$ cat src/rtl/mux_sync_tx_pkg.sv
// Shared types and defaults for the mux-synchronizer transmit scheduler.
package mux_sync_tx_pkg;

  localparam int DEF_DATA_WIDTH = 12;
  localparam int DEF_TIMEOUT    = 64;
  localparam int DEF_GAP        = 2;

  // ST_GAP is prefixed so it never collides with the GAP length parameter.
  typedef enum logic [1:0] {
    ST_IDLE     = 2'd0,
    ST_WAIT_ACK = 2'd1,
    ST_GAP      = 2'd2
  } state_e;

  // Index width for n requesters, never narrower than one bit.
  function automatic int idx_width(input int n);
    return (n > 1) ? $clog2(n) : 1;
  endfunction

endpackage

$ cat src/rtl/rr_arbiter.sv
// Combinational round-robin search; the pointer register lives in the parent.
module rr_arbiter
  import mux_sync_tx_pkg::*;
#(
  parameter int NUM_REQ = 4,
  parameter int IDX_W   = idx_width(NUM_REQ)
) (
  input  logic [NUM_REQ-1:0] req,
  input  logic [IDX_W-1:0]   ptr,
  input  logic               en,
  output logic [NUM_REQ-1:0] grant,
  output logic [IDX_W-1:0]   idx,
  output logic               any
);

  logic [IDX_W-1:0] cand;

  // Scan from ptr+1 upward (wrapping) and take the first active request.
  always_comb begin
    grant = '0;
    idx   = '0;
    any   = 1'b0;
    cand  = '0;
    for (int k = 1; k <= NUM_REQ; k++) begin
      cand = IDX_W'((int'(ptr) + k) % NUM_REQ);
      if (en && !any && req[cand]) begin
        grant[cand] = 1'b1;
        idx         = cand;
        any         = 1'b1;
      end
    end
  end

endmodule

$ cat src/rtl/mux_sync_tx_sched.sv
// Write-domain scheduler sharing one mux-synchronizer channel between requesters.
module mux_sync_tx_sched
  import mux_sync_tx_pkg::*;
#(
  parameter int DATA_WIDTH  = DEF_DATA_WIDTH,
  parameter int NUM_REQ     = 4,
  parameter int SYNC_STAGES = 2,
  parameter int TIMEOUT     = DEF_TIMEOUT,
  parameter int GAP         = DEF_GAP
) (
  input  logic                          wr_clk,
  input  logic                          wr_reset,
  input  logic [NUM_REQ-1:0]            req_valid,
  input  logic [NUM_REQ*DATA_WIDTH-1:0] req_data,
  output logic [NUM_REQ-1:0]            req_ready,
  output logic [DATA_WIDTH-1:0]         wr_data,
  output logic                          wr_req,
  input  logic                          rd_ack_tgl,
  output logic                          busy,
  output logic                          done,
  output logic [$clog2(NUM_REQ)-1:0]    done_id,
  output logic                          timeout_err
);

  localparam int IDX_W   = idx_width(NUM_REQ);
  localparam int CNT_MAX = (TIMEOUT > GAP) ? TIMEOUT : GAP;
  localparam int CNT_W   = $clog2(CNT_MAX + 1);

  state_e                 state_q, state_d;
  logic [DATA_WIDTH-1:0]  wr_data_q, wr_data_d;
  logic                   wr_req_q, wr_req_d;
  logic [NUM_REQ-1:0]     req_ready_q, req_ready_d;
  logic                   done_q, done_d;
  logic                   timeout_q, timeout_d;
  logic [IDX_W-1:0]       done_id_q, done_id_d;
  logic [IDX_W-1:0]       ptr_q, ptr_d;
  logic [CNT_W-1:0]       cnt_q, cnt_d;
  logic [SYNC_STAGES-1:0] sync_q, sync_d;
  logic                   ack_prev_q, ack_prev_d;

  logic                   ack_sync;
  logic                   ack_evt;
  logic [NUM_REQ-1:0]     arb_grant;
  logic [IDX_W-1:0]       arb_idx;
  logic                   arb_any;

  rr_arbiter #(
    .NUM_REQ (NUM_REQ),
    .IDX_W   (IDX_W)
  ) u_arb (
    .req   (req_valid),
    .ptr   (ptr_q),
    .en    (state_q == ST_IDLE),
    .grant (arb_grant),
    .idx   (arb_idx),
    .any   (arb_any)
  );

  // Toggle-ack synchronizer; ack_prev follows continuously so stale toggles never linger.
  always_comb begin
    sync_d     = {sync_q[SYNC_STAGES-2:0], rd_ack_tgl};
    ack_sync   = sync_q[SYNC_STAGES-1];
    ack_evt    = ack_sync ^ ack_prev_q;
    ack_prev_d = ack_sync;
  end

  // Next-state logic: grant in IDLE, wait for ack or timeout, then hold data through the gap.
  always_comb begin
    state_d     = state_q;
    wr_data_d   = wr_data_q;
    wr_req_d    = wr_req_q;
    req_ready_d = '0;
    done_d      = 1'b0;
    timeout_d   = 1'b0;
    done_id_d   = done_id_q;
    ptr_d       = ptr_q;
    cnt_d       = cnt_q;
    case (state_q)
      ST_IDLE: begin
        if (arb_any) begin
          wr_data_d   = req_data[arb_idx*DATA_WIDTH +: DATA_WIDTH];
          req_ready_d = arb_grant;
          ptr_d       = arb_idx;
          done_id_d   = arb_idx;
          wr_req_d    = 1'b1;
          cnt_d       = '0;
          state_d     = ST_WAIT_ACK;
        end
      end
      ST_WAIT_ACK: begin
        if (ack_evt) begin
          wr_req_d = 1'b0;
          done_d   = 1'b1;
          cnt_d    = '0;
          state_d  = ST_GAP;
        end else if (cnt_q == CNT_W'(TIMEOUT - 1)) begin
          wr_req_d  = 1'b0;
          timeout_d = 1'b1;
          cnt_d     = '0;
          state_d   = ST_GAP;
        end else begin
          cnt_d = cnt_q + CNT_W'(1);
        end
      end
      ST_GAP: begin
        if (cnt_q == CNT_W'(GAP - 1)) begin
          cnt_d   = '0;
          state_d = ST_IDLE;
        end else begin
          cnt_d = cnt_q + CNT_W'(1);
        end
      end
      default: state_d = ST_IDLE;
    endcase
  end

  // All state and outputs registered; synchronous active-low reset.
  always_ff @(posedge wr_clk) begin
    if (!wr_reset) begin
      state_q     <= ST_IDLE;
      wr_data_q   <= '0;
      wr_req_q    <= 1'b0;
      req_ready_q <= '0;
      done_q      <= 1'b0;
      timeout_q   <= 1'b0;
      done_id_q   <= '0;
      ptr_q       <= IDX_W'(NUM_REQ - 1);
      cnt_q       <= '0;
      sync_q      <= '0;
      ack_prev_q  <= 1'b0;
    end else begin
      state_q     <= state_d;
      wr_data_q   <= wr_data_d;
      wr_req_q    <= wr_req_d;
      req_ready_q <= req_ready_d;
      done_q      <= done_d;
      timeout_q   <= timeout_d;
      done_id_q   <= done_id_d;
      ptr_q       <= ptr_d;
      cnt_q       <= cnt_d;
      sync_q      <= sync_d;
      ack_prev_q  <= ack_prev_d;
    end
  end

  assign req_ready   = req_ready_q;
  assign wr_data     = wr_data_q;
  assign wr_req      = wr_req_q;
  assign done        = done_q;
  assign done_id     = done_id_q;
  assign timeout_err = timeout_q;
  assign busy        = (state_q != ST_IDLE);

endmodule
$ cat config.mk
export PLATFORM = sky130hd
export DESIGN_NAME = mux_sync_tx_sched
export DESIGN_NICKNAME = d
export VERILOG_FILES = /design/src/rtl/mux_sync_tx_pkg.sv /design/src/rtl/rr_arbiter.sv /design/src/rtl/mux_sync_tx_sched.sv
export SDC_FILE = /design/constraint.sdc
export NUM_CORES = 1
export LEC_CHECK = 0
export CAP_MARGIN = 20
export CORE_ASPECT_RATIO = 1.25
export CORE_MARGIN = 2
export CORE_UTILIZATION = 42
export CTS_CLUSTER_SIZE = 14
export DETAILED_ROUTE_END_ITERATION = 12
export PLACE_DENSITY = 0.78
export SYNTH_ARGS = -nofsm -noshare
export SYNTH_HDL_FRONTEND = slang
export SYNTH_SLANG_ARGS = --single-unit
$ cat constraint.sdc
create_clock -name wr_clk -period 3.2 [get_ports wr_clk]
set_input_delay 0.64 -clock wr_clk [delete_from_list [all_inputs] [get_ports wr_clk]]
set_output_delay 0.64 -clock wr_clk [all_outputs]
set_load 0.005 [all_outputs]
=== Word level (Yosys, flattened, before mapping) ===
Index checks and enable logic that the tools add are counted.

* Bits in registers: 35
* Input bits: 55
* Word-level logic and storage cells: 108

* Add/sub/neg operators: 5
* Multipliers: 1
* Order comparisons: 8
* Eq/ne operators: 7
* Shift operators: 1
* Muxes and demuxes: 44
* Bitwise logic cells: 6
* Reductions and logical operators: 25

{| class="wikitable"
|+ Operators with widths
! operator !! count
|-
| 48-bit by 7-bit variable part select with 12-bit output || 1
|-
| 7-bit 2-to-1 mux || 4
|-
| 7-bit case mux with 3 select lines || 1
|-
| 1-bit 2-to-1 mux || 17
|-
| 2-bit 2-to-1 mux || 8
|-
| 4-bit 2-to-1 mux || 4
|-
| 2-bit by 3-bit less-than comparator with 1-bit output (second input constant) || 4
|-
| 4-bit bitwise OR || 3
|-
| 1-bit logical AND || 11
|-
| 3-bit AND reduction || 3
|-
| 1-bit binary-select mux with 2-bit select || 4
|-
| 1-bit demux with 2-bit select || 4
|-
| 2-bit by 1-bit >= comparator with 1-bit output (second input constant) || 4
|-
| 7-bit by 1-bit adder with 7-bit output (second input constant) || 1
|-
| 7-bit by 1-bit equality test with 1-bit output (second input constant) || 1
|-
| 7-bit by 6-bit equality test with 1-bit output (second input constant) || 1
|-
| 2-bit case mux with 3 select lines || 1
|-
| 2-bit AND reduction || 3
|-
| 2-bit by 1-bit adder with 2-bit output (second input constant) || 2
|-
| 2-bit adder (second input constant) || 2
|-
| 2-bit by 2-bit multiplier with 4-bit output (second input constant) || 1
|-
| 2-bit inequality test (second input constant) || 2
|-
| 2-bit nonzero test || 2
|-
| 1-bit logical NOT || 3
|-
| other kinds (9) || 10
|}

=== Depth between registers and ports, before layout ===
Gate-level depths: netlist of the first run.

* Depth in word-level cells: 19
* Mapped depth: 12

=== Hierarchy ===
From an unflattened synthesis of the first run, not the netlist that was laid out.

* Cell total of the unflattened synthesis: 235
* Area, all modules: 2199.6 µm²

{| class="wikitable"
|+ By module, submodules not included
! module !! instances !! cells an instance !! area each (µm²)
|-
| mux_sync_tx_sched || 1 || 170 || 1677.9
|-
| rr_arbiter || 1 || 65 || 521.8
|}

=== Worst setup path after synthesis of the first run ===
No wires, ideal clock.

* Kind: register -> register
* Start point: register ptr_q[0]
* End point: register wr_data_q[0] (netlist: wr_data[0])
* Setup time: 59 ps
* Arrival time: 3055 ps
* Path slack: 86 ps
* Stages on the path, launching flop included: 12
* Period minus slack after synthesis: 3114 ps
* Cell sequence: dfxtp_1 > buf_2 > inv_1 > ha_1 > clkbuf_1 > mux4_2 > nand2b_1 > nor3_4 > o2bb2ai_4 > buf_8 > mux2i_1 > a22o_1

* Longest elaborated chain between the ends: 19

{| class="wikitable"
|+ Ends and longest elaborated chain
! item !! RTL line !! text
|-
| start: declaration || mux_sync_tx_sched.sv:36 || <nowiki>logic [IDX_W-1:0] ptr_q, ptr_d;</nowiki>
|-
| start signal: assignment || mux_sync_tx_sched.sv:127 || <nowiki>ptr_q <= IDX_W'(NUM_REQ - 1);</nowiki>
|-
| start signal: assignment || mux_sync_tx_sched.sv:139 || <nowiki>ptr_q <= ptr_d;</nowiki>
|-
| 2-bit by 1-bit adder with 2-bit output || rr_arbiter.sv:25 || <nowiki>cand = IDX_W'((int'(ptr) + k) % NUM_REQ);</nowiki>
|-
| 1-bit binary-select mux with 2-bit select || rr_arbiter.sv:26 || <nowiki>if (en && !any && req[cand]) begin</nowiki>
|-
| 1-bit 2-to-1 mux (not written as such) || rr_arbiter.sv:26 ||
|-
| 1-bit logical AND || rr_arbiter.sv:26 ||
|-
| 1-bit 2-to-1 mux || rr_arbiter.sv:26 ||
|-
| 1-bit logical NOT || rr_arbiter.sv:26 ||
|-
| 1-bit logical AND (2 in series) || rr_arbiter.sv:26 ||
|-
| 1-bit 2-to-1 mux || rr_arbiter.sv:26 ||
|-
| 1-bit logical NOT || rr_arbiter.sv:26 ||
|-
| 1-bit logical AND (2 in series) || rr_arbiter.sv:26 ||
|-
| 1-bit 2-to-1 mux || rr_arbiter.sv:26 ||
|-
| 1-bit logical NOT || rr_arbiter.sv:26 ||
|-
| 1-bit logical AND (2 in series) || rr_arbiter.sv:26 ||
|-
| 2-bit 2-to-1 mux || rr_arbiter.sv:26 ||
|-
| 2-bit by 2-bit multiplier with 4-bit output || mux_sync_tx_sched.sv:81 || <nowiki>wr_data_d = req_data[arb_idx*DATA_WIDTH +: DATA_WIDTH];</nowiki>
|-
| 48-bit by 7-bit variable part select with 12-bit output || mux_sync_tx_sched.sv:81 ||
|-
| end signal: assignment || mux_sync_tx_sched.sv:133 || <nowiki>wr_data_q <= wr_data_d;</nowiki>
|-
| end: declaration || mux_sync_tx_sched.sv:30 || <nowiki>logic [DATA_WIDTH-1:0] wr_data_q, wr_data_d;</nowiki>
|}

Several ways; a longest one is shown, not always the timed one. The select of a mux whose other input is x is not followed.
A chain may end at the register's enable or synchronous reset.

=== Worst setup path after layout of the first run ===
* Start point: input req_valid[1]
* End point: register wr_data_q[2] (netlist: wr_data[2])

* Longest elaborated chain between the ends: 18

{| class="wikitable"
|+ Ends and longest elaborated chain
! item !! RTL line !! text
|-
| start: declaration || mux_sync_tx_sched.sv:13 || <nowiki>input logic [NUM_REQ-1:0] req_valid,</nowiki>
|-
| 1-bit binary-select mux with 2-bit select || rr_arbiter.sv:26 ||
|-
| 1-bit 2-to-1 mux (not written as such) || rr_arbiter.sv:26 ||
|-
| 1-bit logical AND || rr_arbiter.sv:26 ||
|-
| 1-bit 2-to-1 mux || rr_arbiter.sv:26 ||
|-
| 1-bit logical NOT || rr_arbiter.sv:26 ||
|-
| 1-bit logical AND (2 in series) || rr_arbiter.sv:26 ||
|-
| 1-bit 2-to-1 mux || rr_arbiter.sv:26 ||
|-
| 1-bit logical NOT || rr_arbiter.sv:26 ||
|-
| 1-bit logical AND (2 in series) || rr_arbiter.sv:26 ||
|-
| 1-bit 2-to-1 mux || rr_arbiter.sv:26 ||
|-
| 1-bit logical NOT || rr_arbiter.sv:26 ||
|-
| 1-bit logical AND (2 in series) || rr_arbiter.sv:26 ||
|-
| 2-bit 2-to-1 mux || rr_arbiter.sv:26 ||
|-
| 2-bit by 2-bit multiplier with 4-bit output || mux_sync_tx_sched.sv:81 ||
|-
| 48-bit by 7-bit variable part select with 12-bit output || mux_sync_tx_sched.sv:81 ||
|}

Several ways; a longest one is shown, not always the timed one. The select of a mux whose other input is x is not followed.

==> metrics.txt, run 1 <==
status=finished clean; number of global-route vias before repair=2058; Mapped Cells=236; Gate power share=0.651; DRC viols=0; initial core utilization=0.428; # H-tree levels=2; Synth Warn #=0; post-synthesis register bit count=35; final hold violation count=0; Slew @ Worst Pin=768 ps; largest net degree at the start of global routing=27; Sw Pwr=1.18 mW; final WL=5.91 mm; die area=0.00605 mm^2; root buffer cell=clkbuf_8; Congestion Overflow GR=0; post-route ant nets=0; CP startpoint=req_valid[1]; PnR worst setup slack=386 ps; Reg power frac=0.210; Post-Route Skew=between 7 and 8 ps; CTS tree=yes; Crit Path Class=in -> reg; Max Root-Sink Buffers=2; layout cells sized above 1=0.118; Synth top area share=0.307; CP startpoint kind=primary input; CTS Sinks=35; Net Sw Frac=0.403; CP Data Arrival Time=3050 ps; headroom to the max-slew limit=0.486; RR Endpoint=wr_data[8]; top cell type by total area after synthesis=dfxtp_1; setup TNS=0 ps; setup bufs post-CTS=0; Int Pwr=1.75 mW; Tot GR Track Use=0.199; # setup viols final=0; final non-filler cell total=roughly 390; largest cells by area after synthesis=dfxtp_1 31%, mux2i_1 19%, ha_1 7.1%; CP Capture Type=flip-flop; post-synth net total=about 300; Worst VDD drop=0.637 mV; pwr/cell area=890 mW/mm^2; WHS Endpoint=sync_q[1]; Area Overhead vs Synth=44.6%; post-CTS sizing=0; die height=86.4 um; most frequent cells in the layout=76 x clkdlybuf4s50_1, 43 x mux2i_1, 35 x dfxtp_1; TritonCTS Buffers=5; Leak=1.29 nW; Initial DRC Count=95; via count=2143; hold path start=sync_q[0]; final worst path period need=2810 ps; f_max=0.355 GHz; period utilisation layout=0.879; WHS Path Cells=1; wire per inst=15.4 um; DP HPWL=roughly 4.6 mm; CP Max Fanout=12; final-report max-slew violation count=0; initial antenna violation count=0; pre-CTS setup slack=82.9 ps; Fillers=459; syn avg cell area=9.68 um^2; io pins=77; flop2flop setup slack=~420 ps; First-pass DRT Iterations=4; register area share after synthesis=0.307; n_diodes=0; Inst Count DP=377; Die Wd=70.0 um; synthesized area=0.00228 mm^2; launching point of the worst reg2reg path=ptr_q[1]; RSZ-0062 raised after global routing=false; first-pass GRT wire length=roughly 9.7 mm; Site Rows=30; worst r2r path cells=8; post-synthesis async set-or-reset flop share=0; Placer Congestion=0.909; Top FF cell, synth=dfxtp_1; Post-Place Cell Area=0.00318 mm^2; post-route cell area=about 0.0033 mm^2; Clock power frac=0.139; Worst-Skew Late Latency=290 ps; cts hold-fix bufs=0; Worst EP required=around 3400 ps; Net count, final=388; most common cell after layout, fill and taps aside=clkdlybuf4s50_1; worst min path class=reg -> reg; Synth cell types=47; number of synthesized flops with an enable pin=0; Port Buffer Count=76; number of vias per cell=5.57; max-cap viol count=0; clock slew seen by the registers of the worst setup and hold paths=around 70 ps; final core occ=0.619; Core Region=0.00533 mm^2
[cell type report]
| cell class | count | area (um^2) | area share |
|---|---|---|---|
| Inverter | 11 | 41.3 | 0.0125 |
| Sequential cell | 35 | 701 | 0.212 |
| Multi-Input combinational cell | 175 | 1470 | 0.445 |
| Clock buffer | 6 | 82.6 | 0.0250 |
| Tap cell | 64 | 80.1 | 0.0243 |
| Timing Repair Buffer | 92 | 893 | 0.271 |
| Clock inverter | 2 | 35.0 | 0.0106 |
[critical path, stage by stage]
cell             delay (ps)
clkdlybuf4s50_1         480
mux2_2                  300
or4_1                   450
a21oi_1                 240
nor2_1                   80
nor2_1                  590
a22o_1                  260
[cells by family after synthesis]
group,synth area share
AOI/OAI and AO/OA,0.196
and+or+nand+nor,0.124
muxes,0.233
DFF,0.307
buffers and inverters,0.0575
adders and majority gates,0.0712
xor gates and xnor gates,0.0115
[synth_stat cells, types with 5 or more instances]
cell type / n
mux2i_1: 43
dfxtp_1: 35
a21oi_1: 13
ha_1: 13
a22o_1: 12
nor2_1: 12
o21ai_0: 11
inv_1: 10
a22oi_1: 8
buf_2: 6
clkbuf_1: 5
nand2_1: 5
nand3_1: 5
or3_1: 5
[flip-flops by register name, summed over array words and instances (netlist names), 2 cells and up]
| signal | count |
|---|---|
| state_q | 2 |
| wr_data | 12 |
| done_id | 2 |
| sync_q | 2 |
| ptr_q | 2 |
| cnt_q | 7 |
| req_ready | 4 |
[power by group through the flow]
stage / logic (mW) / registers, mW / clock network (mW)
2_1_floorplan: 1.30 / 0.640 / 0
3_3_place_gp: 1.87 / 0.623 / 0
3_5_place_dp: 1.91 / 0.624 / 0
4_1_cts: 1.92 / 0.616 / 0.416
5_1_grt: 2.07 / 0.629 / 0.434
6_report: 1.91 / 0.616 / 0.409
[per-stage QoR]
| stage | power [mW] | hold WS, ps |
|---|---|---|
| floorplan | 1.94 | 412 |
| global placement | 2.50 | 418 |
| detailed placement | 2.54 | 431 |
| CTS | 2.95 | 448 |
| global route | 3.13 | 465 |
| finish | 2.94 | 442 |
[worst max-delay path by stage]
stage                       to  slack [ps]  cells past startpoint
global route        wr_data[5]         220                      7
CTS                 wr_data[2]         380                      7
detailed placement  wr_data[6]          80                      7
global placement    wr_data[0]         190                      7
floorplan           wr_data[0]          90                     11
finish              wr_data[2]         390                      7
[routing by layer]
layer | up-vias | share of wire | GRT usage | wire length (um)
li1 | 1055 | - | - | -
met1 | 1034 | 0.39 | 0.226 | 2320
met2 | 41 | 0.56 | 0.378 | 3320
met3 | 13 | 0.025 | 0.0279 | 150
met4 | 0 | 0.021 | 0.0664 | 123
met5 | - | 0 | 0 | 0
Note: power is estimated with default switching activity, not from simulation.
==> run 2, diff against run 1 <==
SLEW_MARGIN = 20   (was unset)
==> results of run 2 <==
Final layout, timing and power as in run 1 (identical DEF).
==> run 3, diff against run 2 <==
CAP_MARGIN = unset   (was 20)
CORE_UTILIZATION = 50   (was 42)
PLACE_DENSITY = 0.87   (was 0.78)
clock period = 3.5 ns   (was 3.2 ns; I/O delays follow)
==> metrics.txt, run 3 (synthesis gave the netlist of run 1 again) <==
CTS tree=yes; CP Data Arrival Time=3210 ps (+160 ps); post-route cell area=0.00320 mm^2 (-3.1%); die height=79.6 um (-8.0%); Net Sw Frac=0.419 (+0.0159); CTS Sinks=35 (unchanged); post-route ant nets=0 (unchanged); Net count, final=380 (-2.1%); Int Pwr=1.47 mW (-16%); Reg power frac=0.223 (+0.013); final hold violation count=0 (unchanged); CP Capture Type=flip-flop; via count=2140 (-0.14%); total power=2.54 mW (-14%); Placer Congestion=0.858 (-5.6%); Leak=1.24 nW (-4.5%); max reg flops=12 (unchanged); final non-filler cell total=371 (-3.6%); Sw Pwr=1.06 mW (-10%); worst min path class=reg -> reg; Site Rows=27 (-10%); Clock power frac=0.109 (-0.030); initial antenna violation count=0 (unchanged); CP Max Fanout=13 (+1); wire per inst=15.6 um (+1.8%); headroom to the max-slew limit=0.648 (+0.162); number of vias per cell=5.77 (+3.6%); final WL=5.80 mm (-1.9%); setup TNS=0 ps (unchanged); Slew @ Worst Pin=527 ps (-241 ps); Post-Route Skew=4.92 ps (-2.95 ps); Post-Place Cell Area=0.00312 mm^2 (-2.1%); PnR worst setup slack=469 ps (+82.6 ps); status=finished clean; WHS Path Cells=1 (unchanged); TritonCTS Buffers=5 (unchanged); Port Buffer Count=76 (unchanged); layout cells sized above 1=0.0895 (-0.0289); most frequent cells in the layout=76 x clkdlybuf4s50_1, 43 x mux2i_1, 35 x dfxtp_1; initial core utilization=0.520 (+0.0915); # setup viols final=0 (unchanged); post-CTS sizing=0 (unchanged); period utilisation layout=0.866; DP HPWL=4.40 mm (-4.6%); Gate power share=0.669 (+0.018); Worst VDD drop=0.468 mV (-27%); Die Wd=64.4 um (-7.9%); CP startpoint kind=primary input; n_diodes=0 (unchanged); Fillers=357 (-22%); pwr/cell area=793 mW/mm^2 (-11%); worst r2r path cells=8 (unchanged); die area=0.00513 mm^2 (-15%); largest net degree at the start of global routing=27 (unchanged); number of global-route vias before repair=2042 (-0.78%); most common cell after layout, fill and taps aside=clkdlybuf4s50_1; Core Region=0.00439 mm^2 (-18%); cts hold-fix bufs=0 (unchanged); Worst-Skew Late Latency=280 ps (about the same); Inst Count DP=363 (-3.7%); Tot GR Track Use=0.232 (+0.0336); Crit Path Class=in -> reg; clock slew seen by the registers of the worst setup and hold paths=70 ps (about the same); Max Root-Sink Buffers=2 (unchanged); pre-CTS setup slack=202 ps (+119 ps); First-pass DRT Iterations=5 (+1); max-cap viol count=0 (unchanged); DRC viols=0 (unchanged); final-report max-slew violation count=0 (unchanged); io pins=77 (unchanged); Congestion Overflow GR=0 (unchanged); setup bufs post-CTS=0 (unchanged); f_max=0.330 GHz; first-pass GRT wire length=9.32 mm (-4.1%); Initial DRC Count=115 (+21%); final worst path period need=~3000 ps; # H-tree levels=2 (unchanged); Worst EP required=3680 ps (+250 ps); root buffer cell=clkbuf_8; Area Overhead vs Synth=40.1%; RSZ-0062 raised after global routing=false
## run 3: changes by cell type in the layout (fill, tap and decap cells not counted), sizes merged
| cell | change |
|---|---|
| buf | -8 |
| bufinv | -1 |
| clkbuf | +1 |
## run 3: worst max-delay path, cell delays in order
cell	delay [ps]
clkdlybuf4s50_1	570
mux4_2	630
or2_4	290
nor3_4	280
o2bb2ai_4	310
mux2i_1	170
a22o_1	250
## run 3: power groups by stage
stage               combinational, mW  sequential [mW]  clock (mW)
floorplan                        1.19            0.585           0
global placement                 1.65            0.567           0
detailed placement               1.69            0.572           0
CTS                              1.70            0.565       0.285
global route                     1.84            0.575       0.310
finish                           1.70            0.565       0.276
## run 3: per-stage QoR
stage               hold slack (ps)   util
floorplan                       412      -
global placement                413  0.710
detailed placement              421  0.710
CTS                             439  0.728
global route                    454  0.728
finish                          437  0.728
## run 3: worst paths after layout
path | start | end | slack [ps]
worst max-delay path | req_valid[2] | wr_data[8] | 470
worst min-delay path | sync_q[0] | sync_q[1] | 440
worst max register to register | ptr_q[0] | wr_data[8] | 550
worst min register to register | sync_q[0] | sync_q[1] | 440
## run 3: layout make-up
class / count / area, um^2 / share of cell area
Clock buffer: 7 / 76.3 / 0.0239
Sequential cell: 35 / 701 / 0.219
Multi-Input combinational cell: 175 / 1470 / 0.459
Timing Repair Buffer: 84 / 833 / 0.261
Tap cell: 58 / 72.6 / 0.0227
Inverter: 11 / 41.3 / 0.0129
Clock inverter: 1 / 5.00 / 0.00156
## run 3: metal layers
metal,GRT usage,vias to the layer above,part of all wire
li1,-,1040,-
met1,0.280,1000,0.40
met2,0.389,72,0.53
met3,0.0423,28,0.031
met4,0.128,0,0.042
met5,0,-,0
==> variant, RTL diff (config.mk and constraints of run 1) <==
`NUM_REQ` is set to 4 in 2 places; all go to 2.
--- a/src/rtl/rr_arbiter.sv
+++ b/src/rtl/rr_arbiter.sv
@@ -2,7 +2,7 @@
 module rr_arbiter
   import mux_sync_tx_pkg::*;
 #(
-  parameter int NUM_REQ = 4,
+  parameter int NUM_REQ = 2,
   parameter int IDX_W   = idx_width(NUM_REQ)
 ) (
   input  logic [NUM_REQ-1:0] req,
--- a/src/rtl/mux_sync_tx_sched.sv
+++ b/src/rtl/mux_sync_tx_sched.sv
@@ -3,7 +3,7 @@
   import mux_sync_tx_pkg::*;
 #(
   parameter int DATA_WIDTH  = DEF_DATA_WIDTH,
-  parameter int NUM_REQ     = 4,
+  parameter int NUM_REQ     = 2,
   parameter int SYNC_STAGES = 2,
   parameter int TIMEOUT     = DEF_TIMEOUT,
   parameter int GAP         = DEF_GAP
Ports: changed (resized done_id, req_data, req_ready and req_valid); port bits go from 77 to 48. No check against the original RTL was run, so the function may have changed too.
==> variant against run 1 <==
- hold slack got worse by 0.0078 ns
- routed wire length decreased by 46%
- non-clock buffer count down 44
- final cell count decreased by 38%
- synthesized cell count decreased by 34%
- sequential cell count decreased by 4
- die area down 35%
- design area down 39%
- total power down 52%
- count of clock-buffer cells in the layout grew 2
- register-to-register slack better by 0.74 ns
- synthesized area shrank 37%
- core utilization is 0.15 points higher
- setup slack improved by 0.58 ns
==> variant: results (changes against run 1) <==
| Metric | Value |
|---|---|
| Synth top cells by count | `dfxtp_1 (31), nor2_1 (20), mux2i_1 (13), a211oi_1 (12), nand2_1 (12) (was mux2i_1 (43), dfxtp_1 (35), a21oi_1 (13), ha_1 (13))` |
| Worst Path Arrival | `1.59 ns (was 3.05 ns)` |
| Root buffer cell | `clkbuf_8 (unchanged)` |
| Leakage power | `0.820 nW (was 1.29 nW)` |
| Largest net degree at the start of global routing | `27 (unchanged)` |
| Mapped Nets | `189 (was 304)` |
| Vias post-DR | `1,301 (was 2,143)` |
| Final wirelength | `3190 µm (was 5910 µm)` |
| Routability Congestion | `0.822 (was 0.909)` |
| Crit path max-delay family | `buffers and inverters (was simple AND/OR/NAND/NOR gates)` |
| VDD IR-drop max | `0.505 mV (was 0.637 mV)` |
| Synth cell types | `38 (was 47)` |
| Seq/Total Area, Yosys | `43.2% (was 30.7%)` |
| Share of post-route cells with drive strength above 1 | `7.92% (was 11.8%)` |
| Async SR Flop Fraction | `0% (unchanged)` |
| Post-placement worst setup slack | `0.757 ns (was 0.0829 ns)` |
| Detailed placer's ending HPWL | `2360 µm (was 4610 µm)` |
| First-pass GRT wire length | `5620 µm (was 9720 µm)` |
| Clk_skew | `0.00436 ns (was 0.00787 ns)` |
| # port buffers | `47 (was 76)` |
| Critical path's slowest cell | `clkdlybuf4s50_1 (was nor2_1)` |
| H-tree depth | `2 (unchanged)` |
| Initial antenna violation count | `0 (unchanged)` |
| Synth top area cells | `dfxtp_1 (43%), mux2i_1 (9.1%), a211oi_1 (6.3%) (was dfxtp_1 (31%), mux2i_1 (19%), ha_1 (7.1%))` |
| Hold crit path type | `flip-flop to flip-flop (unchanged)` |
| CP max FO | `9 (was 12)` |
| Slew headroom | `44.6% (was 48.6%)` |
| Status | `complete, no violations (unchanged)` |
| Vias in the first global route | `1,291 (was 2,058)` |
| Final antenna diode count | `0 (unchanged)` |
| GR Util All Layers | `18.0% (was 19.9%)` |
| Fillers | `284 (was 459)` |
| Endpoints failing hold | `0 (unchanged)` |
| Num CTS Buffers | `5 (unchanged)` |
| CP peak stage delay | `0.49 ns (was 0.59 ns)` |
| Iteration-0 DRC count of the detailed router | `37 (was 95)` |
| Final nets | `235 (was 388)` |
| Max reg flops | `12 (unchanged)` |
[variant: cell count changes after synthesis, sizes merged, moves of 5 or more]
cell / before / now
a22oi: 9 / 1
or3: 5 / 0
buf: 10 / 3
nand2: 5 / 12
nor2: 12 / 20
mux2i: 43 / 13
a211oi: 3 / 12
a22o: 12 / 0
ha: 13 / 5
a21oi: 13 / 5
[variant: cell families after synthesis]
group	after synthesis	share of synthesized area (%)
adder cells (fa/ha/maj)	5	4.35
flip-flops	31	43.2
buffers and inverters	15	4.52
XOR/XNOR	1	0.609
multiplexers	13	9.05
AND/OR/NAND/NOR	54	19.9
AO/OA/AOI/OAI	36	18.4
[variant: worst reg2reg max path: stages (launching register included)]
cell,delay [ns]
dfxtp_1,0.33
inv_1,0.08
ha_1,0.34
nand3_1,0.65
mux2i_1,0.29
a211oi_1,0.27
[variant: layout make-up]
| type | instances | share of cell area [%] |
|---|---|---|
| Tap cell | 37 | 2.29 |
| Inverter | 6 | 1.12 |
| Sequential cell | 31 | 30.7 |
| Clock buffer | 8 | 4.96 |
| Timing Repair Buffer | 48 | 23.7 |
| Multi-Input combinational cell | 109 | 37.2 |
[variant: final timing paths]
kind,start,slack (ns),depth (start not counted),to
setup reg to reg,state_q[1]$_SDFFE_PN0P_,1.16,5,wr_data[11]$_SDFFE_PN0P_
hold reg to reg,sync_q[0]$_SDFF_PN0_,0.43,1,sync_q[1]$_SDFF_PN0_
hold / removal,sync_q[0]$_SDFF_PN0_,0.43,1,sync_q[1]$_SDFF_PN0_
setup / recovery,state_q[0]$_SDFFE_PN0P_,0.97,4,busy
[variant: per-layer routing]
layer  up-vias  part of all wire [%]  GRT usage (%)
met1       587                    42           20.6
met5         -                     0              0
met3         5                   9.6           7.28
met4         0                   1.6           7.67
li1        647                     -              -
met2        62                    47           29.3
[variant: where the power goes]
part | internal, mW | leakage (nW) | switching [mW]
sequential | 0.469 | 0.255 | 0.0453
combinational | 0.288 | 0.513 | 0.278
clock | 0.196 | 0.0515 | 0.146
total | 0.953 | 0.820 | 0.469
[variant: per-stage QoR]
step | instances | instance area (µm²) | hold WS [ns]
global route | 239 | 2020 | 0.461
global placement | 231 | 1920 | 0.415
CTS | 239 | 2020 | 0.438
finish | 239 | 2020 | 0.434
floorplan | 155 | 1440 | 0.412
detailed placement | 231 | 1920 | 0.424
